**config.mk**
```make
export PLATFORM = sky130hd
export DESIGN_NAME = fmul_72bit_norm
export DESIGN_NICKNAME = d
export VERILOG_FILES = /design/src/rtl/fmul_72bit_norm.sv
export SDC_FILE = /design/constraint.sdc
export NUM_CORES = 1
export LEC_CHECK = 0
export CORE_ASPECT_RATIO = 0.75
export CORE_MARGIN = 3
export CORE_UTILIZATION = 40
export CTS_CLUSTER_SIZE = 20
export DETAILED_ROUTE_END_ITERATION = 16
export PLACE_DENSITY = 0.69
export SLEW_MARGIN = 15
export SYNTH_ARGS = -nofsm -noshare
export SYNTH_HDL_FRONTEND = slang
export SYNTH_SLANG_ARGS = --single-unit
```
**constraint.sdc**
```tcl
create_clock -name iCLOCK -period 5 [get_ports iCLOCK]
set_input_delay 1 -clock iCLOCK [delete_from_list [all_inputs] [get_ports iCLOCK]]
set_output_delay 1 -clock iCLOCK [all_outputs]
set_load 0.02 [all_outputs]
```
**src/rtl/fmul_72bit_norm.sv**
```systemverilog
// Back end of the 72-bit float multiplier: normalize, round-nearest-even,
// special-value and range handling, pack as sign[71] exp[70:60] fract[59:0].
// Ports: iCLOCK/iRESET (async, high)/iRESET_SYNC; iDATA_REQ/oDATA_BUSY in;
// iDATA_SIGN/EXP/FRACT/EXCEPT_*; oDATA_VALID/iDATA_BUSY out; oDATA_DATA/FLAG_*.
module fmul_72bit_norm #(
  parameter int          P_BIAS       = 1023,
  parameter logic [59:0] P_QNAN_FRACT = 60'h800000000000000
) (
  input  logic         iCLOCK,
  input  logic         iRESET,
  input  logic         iRESET_SYNC,
  input  logic         iDATA_REQ,
  output logic         oDATA_BUSY,
  input  logic         iDATA_SIGN,
  input  logic [12:0]  iDATA_EXP,
  input  logic [119:0] iDATA_FRACT,
  input  logic         iDATA_EXCEPT_EXP_A0,
  input  logic         iDATA_EXCEPT_EXP_B0,
  input  logic         iDATA_EXCEPT_EXP_A1,
  input  logic         iDATA_EXCEPT_EXP_B1,
  input  logic         iDATA_EXCEPT_FRACT_A0,
  input  logic         iDATA_EXCEPT_FRACT_B0,
  output logic         oDATA_VALID,
  input  logic         iDATA_BUSY,
  output logic [71:0]  oDATA_DATA,
  output logic         oDATA_FLAG_INVALID,
  output logic         oDATA_FLAG_OVERFLOW,
  output logic         oDATA_FLAG_UNDERFLOW,
  output logic         oDATA_FLAG_INEXACT
);

  // Largest biased exponent value; reaching it means overflow to Inf.
  localparam logic [13:0] LP_EMAX = 14'(2 * P_BIAS + 1);

  logic        ld;
  assign ld         = ~iDATA_BUSY;
  assign oDATA_BUSY = iDATA_BUSY;

  // Stage 1: classify / normalize
  logic        nan_a, nan_b, inf_a, inf_b, zero_a, zero_b;
  logic        inf_zero, any_nan, any_inf, any_zero, n;
  logic        s1_special_d, s1_invalid_d, s1_guard_d, s1_sticky_d;
  logic [71:0] s1_spec_d;
  logic [59:0] s1_mant_d;
  logic [13:0] s1_e1_d;

  logic        s1_valid_q, s1_sign_q, s1_special_q, s1_invalid_q;
  logic        s1_guard_q, s1_sticky_q;
  logic [71:0] s1_spec_q;
  logic [59:0] s1_mant_q;
  logic [13:0] s1_e1_q;

  assign nan_a  = iDATA_EXCEPT_EXP_A1 & ~iDATA_EXCEPT_FRACT_A0;
  assign nan_b  = iDATA_EXCEPT_EXP_B1 & ~iDATA_EXCEPT_FRACT_B0;
  assign inf_a  = iDATA_EXCEPT_EXP_A1 & iDATA_EXCEPT_FRACT_A0;
  assign inf_b  = iDATA_EXCEPT_EXP_B1 & iDATA_EXCEPT_FRACT_B0;
  // Denormal operands are flushed to zero.
  assign zero_a = iDATA_EXCEPT_EXP_A0;
  assign zero_b = iDATA_EXCEPT_EXP_B0;

  assign inf_zero = (inf_a & zero_b) | (inf_b & zero_a);
  assign any_nan  = nan_a | nan_b;
  assign any_inf  = inf_a | inf_b;
  assign any_zero = zero_a | zero_b;
  assign n        = iDATA_FRACT[119];

  always_comb begin
    s1_special_d = any_nan | any_inf | any_zero;
    s1_invalid_d = inf_zero;
    s1_spec_d    = {iDATA_SIGN, 71'd0};
    if (any_nan | inf_zero)
      s1_spec_d = {1'b0, 11'h7FF, P_QNAN_FRACT};
    else if (any_inf)
      s1_spec_d = {iDATA_SIGN, 11'h7FF, 60'd0};
    if (n) begin
      s1_mant_d   = iDATA_FRACT[118:59];
      s1_guard_d  = iDATA_FRACT[58];
      s1_sticky_d = |iDATA_FRACT[57:0];
    end else begin
      s1_mant_d   = iDATA_FRACT[117:58];
      s1_guard_d  = iDATA_FRACT[57];
      s1_sticky_d = |iDATA_FRACT[56:0];
    end
    s1_e1_d = {iDATA_EXP[12], iDATA_EXP} + {13'd0, n};
  end

  // Stage 2: round / pack
  logic [60:0] sum;
  logic        inc, carry, ovf, unf;
  logic [59:0] mant2;
  logic [13:0] e2;
  logic [71:0] s2_data_d;
  logic        s2_inv_d, s2_ovf_d, s2_unf_d, s2_inx_d;

  logic        s2_valid_q;
  logic [71:0] s2_data_q;
  logic        s2_inv_q, s2_ovf_q, s2_unf_q, s2_inx_q;

  assign inc   = s1_guard_q & (s1_sticky_q | s1_mant_q[0]);
  assign sum   = {1'b0, s1_mant_q} + {60'd0, inc};
  assign carry = sum[60];
  assign mant2 = carry ? 60'd0 : sum[59:0];
  assign e2    = s1_e1_q + {13'd0, carry};
  assign ovf   = ~e2[13] & (e2 >= LP_EMAX);
  assign unf   = e2[13] | (e2 == 14'd0);

  always_comb begin
    s2_data_d = {s1_sign_q, e2[10:0], mant2};
    s2_inv_d  = 1'b0;
    s2_ovf_d  = 1'b0;
    s2_unf_d  = 1'b0;
    s2_inx_d  = s1_guard_q | s1_sticky_q;
    if (s1_special_q) begin
      s2_data_d = s1_spec_q;
      s2_inv_d  = s1_invalid_q;
      s2_inx_d  = 1'b0;
    end else if (ovf) begin
      s2_data_d = {s1_sign_q, 11'h7FF, 60'd0};
      s2_ovf_d  = 1'b1;
      s2_inx_d  = 1'b1;
    end else if (unf) begin
      // Normal-path mantissa always has its hidden one, so always inexact.
      s2_data_d = {s1_sign_q, 71'd0};
      s2_unf_d  = 1'b1;
      s2_inx_d  = 1'b1;
    end
  end

  always_ff @(posedge iCLOCK or posedge iRESET) begin
    if (iRESET) begin
      s1_valid_q   <= 1'b0;
      s1_sign_q    <= 1'b0;
      s1_special_q <= 1'b0;
      s1_invalid_q <= 1'b0;
      s1_guard_q   <= 1'b0;
      s1_sticky_q  <= 1'b0;
      s1_spec_q    <= '0;
      s1_mant_q    <= '0;
      s1_e1_q      <= '0;
      s2_valid_q   <= 1'b0;
      s2_data_q    <= '0;
      s2_inv_q     <= 1'b0;
      s2_ovf_q     <= 1'b0;
      s2_unf_q     <= 1'b0;
      s2_inx_q     <= 1'b0;
    end else if (iRESET_SYNC) begin
      s1_valid_q   <= 1'b0;
      s1_sign_q    <= 1'b0;
      s1_special_q <= 1'b0;
      s1_invalid_q <= 1'b0;
      s1_guard_q   <= 1'b0;
      s1_sticky_q  <= 1'b0;
      s1_spec_q    <= '0;
      s1_mant_q    <= '0;
      s1_e1_q      <= '0;
      s2_valid_q   <= 1'b0;
      s2_data_q    <= '0;
      s2_inv_q     <= 1'b0;
      s2_ovf_q     <= 1'b0;
      s2_unf_q     <= 1'b0;
      s2_inx_q     <= 1'b0;
    end else if (ld) begin
      s1_valid_q   <= iDATA_REQ;
      s1_sign_q    <= iDATA_SIGN;
      s1_special_q <= s1_special_d;
      s1_invalid_q <= s1_invalid_d;
      s1_guard_q   <= s1_guard_d;
      s1_sticky_q  <= s1_sticky_d;
      s1_spec_q    <= s1_spec_d;
      s1_mant_q    <= s1_mant_d;
      s1_e1_q      <= s1_e1_d;
      s2_valid_q   <= s1_valid_q;
      s2_data_q    <= s2_data_d;
      s2_inv_q     <= s2_inv_d;
      s2_ovf_q     <= s2_ovf_d;
      s2_unf_q     <= s2_unf_d;
      s2_inx_q     <= s2_inx_d;
    end
  end

  assign oDATA_VALID          = s2_valid_q;
  assign oDATA_DATA           = s2_data_q;
  assign oDATA_FLAG_INVALID   = s2_inv_q;
  assign oDATA_FLAG_OVERFLOW  = s2_ovf_q;
  assign oDATA_FLAG_UNDERFLOW = s2_unf_q;
  assign oDATA_FLAG_INEXACT   = s2_inx_q;

endmodule

```
## After elaboration in Yosys (flattened, before gate mapping)

Cells that the tools add are included.

- Word-level logic and storage cells: 92
- Output and inout bits: 78
- Memories: 0
- Register bits: 229
- Bits in latches: 0
- Bits in writable memories: 0
- Memory bits (read-only): 0

- Order comparisons: 1
- Bitwise operators: 21
- Reductions and logical operators: 3
- Div/mod/pow operators: 0
- Multiplexer cells: 48
- Shifts and indexed selects: 0
- Equality and inequality tests: 1
- Add/subtract/negate cells: 3
- Multiply operators: 0

Operators by type and width:

| operator | number |
|---|---|
| $mux W72 | 6 |
| $mux W60 | 4 |
| $mux W71 | 3 |
| $add A60 B1 Y61 | 1 |
| $reduce_or A58 Y1 | 1 |
| $reduce_or A57 Y1 | 1 |
| $mux W1 | 33 |
| $mux W14 | 2 |
| $add A13 B2 Y14 | 1 |
| $add A14 B1 Y14 | 1 |
| $ge A14 B11 Y1 const B | 1 |
| $logic_not A14 Y1 | 1 |
| $or A1 B1 Y1 | 10 |
| $and A1 B1 Y1 | 8 |
| $not A1 Y1 | 3 |
| $ne A2 B2 Y1 const B | 1 |

## Logic depth before layout (Yosys ltp)

- Depth after elaboration: 11
- Depth in mapped cells: 19

## Least setup slack after synthesis

Ideal clock, no wire load.

- Path type: register to register
- Start point: register s1_mant_q[8]
- End point: register s2_data_q[27], in the netlist oDATA_DATA[27]
- Arrival: 4266 ps
- Stages on the path, launching flop included: 18
- Clock period less this slack: 4340 ps
- Path slack: 660 ps
- Data required time: 4926 ps
- Cells stage by stage: dfrtp_1 nand3_2 or4_4 buf_6 nor4_4 nand3_2 nor3_1 ha_1 ha_1 clkbuf_1 nand3_1 xnor2_1 o22ai_1 and4_2 or4_1 clkbuf_4 buf_6 o21ai_2

- Longest elaborated chain between the ends: 9

RTL lines:

| element | line | source |
|---|---|---|
| start: declaration | 50 | `logic [59:0] s1_mant_q;` |
| start signal: assignment | 170 | `s1_mant_q <= s1_mant_d;` |
| $add A60 B1 Y61 (*) | 100 | `assign sum = {1'b0, s1_mant_q} + {60'd0, inc};` |
| branches (longest 4 deep; another with $add A14 B1 Y14) | n/a |  |
| $mux W71 (*) | 117 | `end else if (ovf) begin` |
| $mux W72 (*) | 113 | `if (s1_special_q) begin` |
| $mux W72 (*) | 162 | `end else if (ld) begin` |
| $mux W72 (*) | 146 | `end else if (iRESET_SYNC) begin` |
| end signal: assignment | 173 | `s2_data_q <= s2_data_d;` |
| end: declaration | 96 | `logic [71:0] s2_data_q;` |

Mark *: on every way between the ends. The select of a mux whose other input is x is not followed.
A chain may end at the register's enable or synchronous reset.

## Final worst setup path

- Start point: register s1_guard_q
- End point: register s2_data_q[55], in the netlist oDATA_DATA[55]

- Longest elaborated chain between the ends: 10

RTL lines:

| element | line | source |
|---|---|---|
| start: declaration | 48 | `logic s1_guard_q, s1_sticky_q;` |
| start signal: assignment | 167 | `s1_guard_q <= s1_guard_d;` |
| $and A1 B1 Y1 (*) | 99 | `assign inc = s1_guard_q & (s1_sticky_q \| s1_mant_q[0]);` |
| $add A60 B1 Y61 (*) | 100 |  |
| branches (longest 4 deep; another with $add A14 B1 Y14) | n/a |  |
| $mux W71 (*) | 117 |  |
| $mux W72 (*) | 113 |  |
| $mux W72 (*) | 162 |  |
| $mux W72 (*) | 146 |  |

Marked as above.

==> impl_metrics.csv <==
group,metric,value,unit
timing,relSlewSlack,39.6,%
timing,fin_tns_setup,0,ps
layout,area_growth,32.4,%
layout,post_route_cells_drive_above_1_share,11.0,%
timing,max_freq,216,MHz
die,start_util,41.1,%
clock_network,numCtsBuffers,17,
worst_setup_path,critPathMaxFanout,44,
grt,grt_pass1_wl,41200,um
die,die_h,137,um
route,remaining_drc_errors,0,
route,viasPerCell,5.32,
layout,seqCellArea,4000,um^2
min_path,min_from,"oDATA_DATA[56]$_DFFE_PP0P_",
min_path,whs_path_depth,2,
grt,gr-total-overflow,0,
layout,final_util,54.4,%
worst_setup_path,timing.rr.start,"s1_guard_q$_DFFE_PP0P_",
synthesis,yosysWarnings,0,
die,core,22200,um^2
worst_setup_path,regToRegSetupSlack,370,ps
layout,multi_input_area,4740,um^2
placement,placedCellCount,1465,
timing,fin_skew,11.7,ps
timing,tightest_slew,898,ps
placement,port_buffers,222,
clock_network,cts-root-buf,"clkbuf_16",
route,firstDrtPassIters,5,
route,ant_nets,0,
layout,diodes,0,
worst_setup_path,worst_setup_path_start_kind,"flip-flop",
clock_network,clk_pin_slew,60,ps
synthesis,synth_edf_count,0,
timing,whs,477,ps
worst_setup_path,cp_data_required_time,5360,ps
synthesis,avgSynthCellArea,9.14,um^2
synthesis,syn_inst,1000,
pwr,p_per_area,268,nW/um^2
worst_setup_path,reg2reg_to,"oDATA_DATA[55]$_DFFE_PP0P_",
timing,finalCritPeriodShare,92.5,%
grt,grt_max_degree,100,
clock_network,cts_tree,"yes",
grt,grt_pass1_vias,7730,
min_path,hp-class,"reg -> reg",
pwr,ir_drop,0.238,mV
die,dieWidth,181,um
min_path,hold_path_end,"oDATA_DATA[56]$_DFFE_PP0P_",
clock_network,cts_sinks,160,
layout,nFillCells,2034,
layout,layout.nets,1342,
timing,period_needed,4630,ps
synthesis,ys_types,54,
die,dieArea,24700,um^2
synthesis,syn-num-nets,1151,
route,via_count,7970,
timing,fin_ws,374,ps
synthesis,synthesis.area,9140,um^2
synthesis,synth-main-ff-cell,"dfrtp_1",
die,boundaryPins,223,
timing,drv_slew,0,
worst_setup_path,rr_worst_depth,16,
worst_setup_path,critPathCaptureType,"flip-flop",
grt,antenna_found_initial,0,
timing,hold_viol,0,
synthesis,synthArstFlopShare,100,%
pwr,leakage,0.00503,uW
grt,grt_usage,20.9,%
timing,rsz0062_at_grt,"false",
die,rows,47,
worst_setup_path,arrival,4980,ps
route,wirelength,25800,um
run,drv_cap,0,
placement,gp_congestion,0.909,
clock_network,cts.path.max_buffers,2,
outcome,status,"completed",
clock_network,h-tree-depth,4,
route,routedWlPerCell,17.2,um
layout,final_cells,1498,
clock_network,cts.hold.buffers_added,0,
clock_network,insertion_delay,430,ps
worst_setup_path,path_class,"reg -> reg",
synthesis,synth-seq-area-share,43.8,%
synthesis,synth-seq-cells,160,
placement,dp_slack,9.16,ps
placement,dp.final_hpwl,19300,um
route,dr.first_iter.drc_count,555,
timing,setup_viol_count_final,0,
## flip-flops by register name, indices dropped and copies added, names as in the netlist
register,cells
oDATA_FLAG_OVERFLOW,1
s1_sticky_q,1
s1_spec_q,3
s1_e1_q,14
oDATA_FLAG_INVALID,1
oDATA_DATA,72
s1_invalid_q,1
oDATA_FLAG_INEXACT,1
oDATA_FLAG_UNDERFLOW,1
s1_special_q,1
s1_mant_q,60
s1_valid_q,1
oDATA_VALID,1
s1_guard_q,1
s1_sign_q,1
## layout make-up
cell class | count | share of cell area, %
Clock buffer | 18 | 3.63
Multi-Input combinational cell | 764 | 39.2
Timing Repair Buffer | 235 | 19.3
Inverter | 13 | 0.434
Tap cell | 294 | 3.04
Sequential cell | 160 | 33.1
Clock inverter | 14 | 1.29
## routing by layer
layer	wire, um	GRT usage (%)	vias to the layer above
li1	-	-	3874
met1	12200	30.0	3768
met2	11500	32.3	302
met3	1610	4.30	26
met4	510	6.22	0
met5	0	0	-
## cell usage after synthesis (6+ instances only)
cell,number,area share (%)
nand4_1,21,1.4
nand3_1,32,1.8
nor2_1,177,7.3
and3_1,11,0.75
and4_1,6,0.58
xor2_1,41,3.9
nor3_1,15,0.82
nand2_1,99,4.1
xnor2_1,39,3.7
o21ai_0,6,0.33
a211oi_1,14,1.2
ha_1,6,0.82
clkbuf_1,36,1.5
nor4_1,22,1.5
a221o_1,11,1.2
mux2i_1,63,6.9
o21ai_2,59,5.7
inv_1,13,0.53
or3_1,6,0.41
buf_6,7,0.86
a21oi_1,78,4.3
buf_1,8,0.33
dfrtp_1,160,44
nor2b_1,13,0.89
## worst max-delay path, stage by stage, from the launching register on
cell and delay [ps]:
dfrtp_1 420, and2_1 150, ha_1 190, nand3_1 190
or2_2 380, nor4_4 320, nand3_2 190, nor3_1 290
ha_2 310, ha_2 310, nand3_1 180, xnor2_2 230
o22ai_1 150, and4_2 280, or4_4 520, buf_12 230
o21ai_2 170
## where the power goes
| group | leakage, uW | switching [uW] | total, uW | internal (uW) |
|---|---|---|---|---|
| Combinational | 0.00258 | 258 | 503 | 245 |
| Clock | 0.000286 | 557 | 1310 | 758 |
| Sequential | 0.00217 | 69.6 | 1420 | 1350 |
| Total | 0.00503 | 884 | 3240 | 2360 |
## placed cells by master (no fill, tap or decap), types with 3 or more instances in the layout
cell / n
clkdlybuf4s50_1: 219
nor2_1: 177
dfrtp_1: 160
nand2_1: 99
a21oi_1: 78
mux2i_1: 63
o21ai_2: 59
xor2_1: 41
xnor2_1: 38
nand3_1: 32
nor4_1: 22
nand4_1: 21
clkbuf_16: 17
nor3_1: 15
a211oi_1: 14
buf_4: 14
inv_1: 12
nor2b_1: 12
and3_1: 11
a221o_1: 11
or3_1: 6
and4_1: 6
o21ai_0: 6
and2_1: 5
and3_2: 5
clkinvlp_4: 4
ha_1: 4
inv_6: 4
a311oi_1: 3
o31ai_1: 3
nand2b_1: 3
## cells by family (layout without fill, tap and decap cells)
kind of cell,Yosys count,in the layout,share of synthesized area (%)
muxes,63,63,6.90
DFF,160,160,43.8
AOI/OAI and AO/OA,185,185,14.1
adders and majority gates,6,6,0.822
xor gates and xnor gates,80,80,7.67
buffers and inverters,76,280,4.56
and+or+nand+nor,430,430,22.1
## how the worst max path moves through the flow
stage / depth (start not counted) / start / slack (ps) / endpoint
floorplan: 17 / s1_mant_q[8]$_DFFE_PP0P_ / 660 / oDATA_DATA[27]$_DFFE_PP0P_
global placement: 16 / s1_guard_q$_DFFE_PP0P_ / 300 / oDATA_DATA[35]$_DFFE_PP0P_
detailed placement: 16 / s1_guard_q$_DFFE_PP0P_ / 9 / oDATA_DATA[53]$_DFFE_PP0P_
CTS: 16 / s1_guard_q$_DFFE_PP0P_ / 90 / oDATA_DATA[53]$_DFFE_PP0P_
global route: 16 / s1_guard_q$_DFFE_PP0P_ / 4 / oDATA_DATA[65]$_DFFE_PP0P_
finish: 16 / s1_guard_q$_DFFE_PP0P_ / 370 / oDATA_DATA[55]$_DFFE_PP0P_
## stage by stage
step	instance area [um^2]	total power, uW
detailed placement	11500	1950
global placement	11500	1940
finish	12100	3240
global route	12100	3380
CTS	12100	3270
floorplan	9140	1710
## what timing repair did
item,4_1_cts,5_1_grt
setup endpoints to repair,7,67
gates resized for setup,1,2
setup buffers,0,1
pin swaps,0,1
No activity file was read; power rests on OpenSTA's default activity.
